## src/rtl/csa_accumulator.sv

```systemverilog
// rtl/csa_accumulator.sv - carry-save accumulator feeding the m-operand carry-propagate adder
//
// Folds one operand per accepted cycle into a redundant (s, c) pair through a 3:2
// compressor.  When a group closes, the pair is held for the downstream carry-propagate
// adder; the group total is out_s + out_c mod 2^WIDTH.
//
// Parameters: WIDTH operand width, M max operands per group, CW = $clog2(M+1) (derived).
// Ports:
//   clk, rst_n            clock, synchronous active-low reset
//   in_valid/in_ready     operand stream handshake; in_data operand, in_last closes group
//   out_valid/out_ready   result handshake; out_s sum vector, out_c carry vector (bit 0 = 0),
//                         out_count operands in the presented group
//   out_ovf               (only with CSA_OVF_EN) sticky loss of an intermediate carry bit
// Optional feature macro: CSA_OVF_EN
module csa_accumulator #(
    parameter int WIDTH = 64,
    parameter int M     = 8,
    parameter int CW    = $clog2(M + 1)
) (
    input  logic             clk,
    input  logic             rst_n,
    input  logic             in_valid,
    output logic             in_ready,
    input  logic [WIDTH-1:0] in_data,
    input  logic             in_last,
    output logic             out_valid,
    input  logic             out_ready,
    output logic [WIDTH-1:0] out_s,
    output logic [WIDTH-1:0] out_c,
`ifdef CSA_OVF_EN
    output logic             out_ovf,
`endif
    output logic [CW-1:0]    out_count
);

    typedef enum logic {
        ACCUM = 1'b0,
        HOLD  = 1'b1
    } state_t;

    state_t            state, state_nx;
    logic [WIDTH-1:0]  s, c;
    logic [CW-1:0]     count;
    logic [CW-1:0]     count_inc;
    logic [WIDTH-2:0]  maj_lo;
    logic              fire_in, fire_out, close_group;

    // Only the low WIDTH-1 majority bits survive the left shift into c; the top bit
    // is computed separately so it exists only when the overflow flag needs it.
    assign maj_lo = (s[WIDTH-2:0] & c[WIDTH-2:0])
                  | (s[WIDTH-2:0] & in_data[WIDTH-2:0])
                  | (c[WIDTH-2:0] & in_data[WIDTH-2:0]);

    assign count_inc   = count + CW'(1);
    assign fire_in     = in_valid & in_ready;
    assign fire_out    = out_valid & out_ready;
    // The M limit closes a group even without in_last.
    assign close_group = in_last | (count_inc == CW'(M));

`ifdef CSA_OVF_EN
    logic maj_hi;
    logic ovf;

    assign maj_hi = (s[WIDTH-1] & c[WIDTH-1])
                  | (s[WIDTH-1] & in_data[WIDTH-1])
                  | (c[WIDTH-1] & in_data[WIDTH-1]);

    always_ff @(posedge clk) begin
        if (!rst_n) begin
            ovf <= 1'b0;
        end else if (fire_in) begin
            ovf <= ovf | maj_hi;
        end else if (fire_out) begin
            ovf <= 1'b0;
        end
    end

    assign out_ovf = out_valid ? ovf : 1'b0;
`endif

    always_ff @(posedge clk) begin
        if (!rst_n) begin
            state <= ACCUM;
            s     <= '0;
            c     <= '0;
            count <= '0;
        end else begin
            state <= state_nx;
            if (fire_in) begin
                s     <= s ^ c ^ in_data;
                c     <= {maj_lo, 1'b0};
                count <= count_inc;
            end else if (fire_out) begin
                s     <= '0;
                c     <= '0;
                count <= '0;
            end
        end
    end

    always_comb begin
        state_nx  = state;
        in_ready  = 1'b0;
        out_valid = 1'b0;
        case (state)
            ACCUM: begin
                in_ready = 1'b1;
                if (in_valid && close_group) begin
                    state_nx = HOLD;
                end
            end
            HOLD: begin
                out_valid = 1'b1;
                if (out_ready) begin
                    state_nx = ACCUM;
                end
            end
            default: state_nx = ACCUM;
        endcase
    end

    // Outputs read as zero outside HOLD so a partial accumulation is never exposed.
    assign out_s     = out_valid ? s     : '0;
    assign out_c     = out_valid ? c     : '0;
    assign out_count = out_valid ? count : '0;

endmodule

```

## config.mk

```make
export PLATFORM = sky130hd
export DESIGN_NAME = csa_accumulator
export DESIGN_NICKNAME = d
export VERILOG_FILES = /design/src/rtl/csa_accumulator.sv
export SDC_FILE = /design/constraint.sdc
export NUM_CORES = 1
export LEC_CHECK = 0
export BUFFER_PORTS_ARGS = -buffer_cell sky130_fd_sc_hd__buf_2
export CAP_MARGIN = 0
export CELL_PAD_IN_SITES_DETAIL_PLACEMENT = 0
export CELL_PAD_IN_SITES_GLOBAL_PLACEMENT = 1
export CORE_MARGIN = 3
export CORE_UTILIZATION = 39
export CTS_CLUSTER_SIZE = 30
export DETAILED_ROUTE_END_ITERATION = 16
export PLACE_DENSITY = 0.91
export REMOVE_ABC_BUFFERS = 1
export SETUP_SLACK_MARGIN = 0.4
export SYNTH_ARGS = -nofsm -noshare
export SYNTH_HDL_FRONTEND = slang
export SYNTH_SLANG_ARGS = --single-unit
```

## constraint.sdc

```tcl
create_clock -name clk -period 1.6 [get_ports clk]
set_clock_uncertainty 0.1 [all_clocks]
set_input_delay 0.32 -clock clk [delete_from_list [all_inputs] [get_ports clk]]
set_output_delay 0.32 -clock clk [all_outputs]
set_load 0.03 [all_outputs]
```

==> out/metrics.yaml <==
outcome: "complete, but fails checks"
violations: "setup timing"
slew_violations: 0
syn_to_final_growth_pct: 72.67
diodes: 0
whs_path_depth: 3
hold_viol: 0
clockRootBuffer: "clkbuf_16"
overflow: 0
setup_tns_ps: -53720
path_max_fanout: 13
whs_endpoint: "state"
cp_top_family: "buffers and inverters"
multi_input_area_sq_mm: 0.004385
fin_util: 0.6902
cts_sinks: 132
crit_required_ps: 1180
cp_cell_sequence: "buf_8 > buf_16 > and2_1 > buf_6"
synthesis.area_sq_mm: 0.006629
yosysSeqAreaShare: 0.3986
portBuffers: 201
p_leak_nw: 4.898
r2r-end: "s[6]"
grt_pass1_wl_microns: 31690
hold-worst-slack_ps: 119.0
grt_pass1_vias: 5944
synth-edff-count: 0
dp_hpwl_microns: 10970
nFillCells: 1141
cp-start-kind: "flip-flop"
firstDrtPassIters: 5
clk_pin_slew_ps: 60
hold_start: "rst_n"
setup_viol: 264
initial_utilization: 0.3997
synthArstFlopShare: 0
synth_xor_area_frac: 0.002643
clock_latency_ps: 420
seqCellArea_sq_mm: 0.002646
cts_tree: "built"
end_kind: "output pin"
crit_slowest_cell: "dfxtp_4"
cts_max_level: 4
max_freq_mhz: 534.1
num_rows: 47
synth_area_per_cell_sq_um: 9.923
core_region_area_sq_mm: 0.01658
path_buf_inv: 3
fin_ws_ps: -272.2
drt-total-wl_microns: 23310
antenna_left: 0
dr_wl_met2_microns: 11570
place.gp.congestion: 0.7873
min_period_over_period: 1.170
post-route-min-period_ps: 1872
power_density_mw_per_mm2: 852.7
cts_inserted_buffers: 17
ys_ff_latch: 132
die_h_microns: 136.4
crit_arrival_ps: 1450
dr_wl_met3_microns: 1404
ff2ff_setup_slack_ps: -270
drive_gt1_frac: 0.5579
synth-simple-area-share: 0.2029
cts_hold_buf: 0
synth_cells: 668
viasPerCell: 5.326
muxShareOfSynthArea: 0.004719
synth_top_family_by_area: "simple AND/OR/NAND/NOR gates"
slowest_delay_ps: 420
synthAdderAreaFrac: 0.1910
peakVddDrop_mv: 0.7151
wl_met1_microns: 10010
hold_path_class: "input pin to flip-flop"
cp_num_cells: 4
clockBufferDepth: 2
highest_layer: "met4"
rsz0062_at_grt: "true"
synth_cell_types: 30
max-cap-violations: 0
crit_type: "flip-flop to output pin"
drtIter0Drc: 305
die_w_microns: 136.4
synth_compound_area_frac: 0.1519
grt_max_degree: 52
antenna_found_initial: 0
fin_nets: 1052
grt_usage: 0.2188
ys.flop_type: "dfxtp_1"
rr_worst_depth: 9
die_area_sq_mm: 0.01860
drc: 0
reg2reg_from: "state"
dr_total_vias: 6135
avgRoutedWirePerCell_microns: 20.23
ios: 203
yosys_warnings: 0
[power breakdown]
group          internal, mW  total, mW  switching [mW]  leakage, nW
logic                  1.13       2.11           0.979         3.53
clock network          2.49       3.96            1.47        0.288
registers              3.47       3.69           0.218         1.08
[worst reg2reg max path, stage by stage, from the launching register on]
cell and delay [ps]:
dfxtp_4 390, buf_4 140, buf_6 120, buf_4 130, nor2b_4 260, buf_12 190, buf_12 110, buf_16 130
a22oi_2 80, nor2_1 130
[synthesized netlist by cell type (2+ instances only)]
| cell | number | area, sq um |
|---|---|---|
| inv_1 | 4 | 15.01 |
| a2bb2oi_1 | 3 | 26.28 |
| buf_2 | 12 | 60.06 |
| nand3_1 | 2 | 10.01 |
| clkbuf_1 | 31 | 116.4 |
| nor2_1 | 130 | 488.0 |
| a22oi_1 | 125 | 938.4 |
| mux2i_1 | 2 | 20.02 |
| and2_1 | 129 | 807.0 |
| fa_1 | 62 | 1241 |
| buf_4 | 16 | 120.1 |
| ha_1 | 2 | 25.02 |
| dfxtp_1 | 132 | 2643 |
| nand2_1 | 2 | 7.510 |
[through the flow]
| step | setup slack (ps) | area [sq um] | cells | total power, mW |
|---|---|---|---|---|
| 6_report | -272.2 | 11450 | 1152 | 9.760 |
| 3_5_place_dp | 69.53 | 7878 | 1045 | 4.864 |
| 2_1_floorplan | -5889 | 6332 | 609 | 4.406 |
| 3_3_place_gp | 123.3 | 7878 | 1045 | 4.813 |
| 4_1_cts | -240.2 | 10400 | 1110 | 9.370 |
| 5_1_grt | -310.2 | 11450 | 1152 | 10.11 |
[registers in the layout (all words and copies together) (netlist names)]
name and flops:
c 63, count 4, s 64, state 1
[timing repair]
| item | in CTS | in global routing |
|---|---|---|
| setup endpoints to repair | 265 | 265 |
| gates cloned | 15 | 25 |
| pin swaps | 0 | 10 |
| resized for setup | 407 | 109 |
| buffers inserted | 18 | 17 |
[worst max-delay path by stage]
stage,from,to
floorplan,state,count[0]
global placement,state,s[63]
detailed placement,state,s[63]
CTS,state,out_c[33]
global route,state,out_s[56]
finish,state,out_s[56]
[layout by cell type, fill, tap and decap left out, types with 3 or more instances in the layout]
cell / n
dfxtp_1: 131
buf_12: 19
nor2_1: 129
a22oi_2: 79
and2_4: 111
buf_6: 150
clkinv_2: 3
buf_2: 68
buf_16: 17
clkbuf_8: 5
buf_8: 5
clkbuf_16: 34
and2_1: 18
fa_1: 62
buf_4: 14
a22oi_1: 46
inv_1: 3
clkinvlp_4: 3
[final cells by class]
type                    instances  area share
well taps                     220     0.02405
inverters                       5    0.002077
flip-flops and latches        132      0.2312
clock buffers                  24     0.04383
repair buffers                291      0.3072
multi-input cells             472      0.3831
clock inverters                 8    0.008526
[logic make-up after synthesis]
family / count (synthesis)
AND/OR/NAND/NOR: 268
AO/OA/AOI/OAI: 134
flip-flops: 132
adder cells (fa/ha/maj): 64
buffers and inverters: 64
multiplexers: 3
XOR/XNOR: 2
other: 1
[layer usage]
layer  vias up  track usage
li1       2769            -
met1      3089       0.2948
met2       253       0.3498
met3        24      0.05959
met4         0      0.05655
met5         -            0
Note: power is estimated with default switching activity, not from simulation.
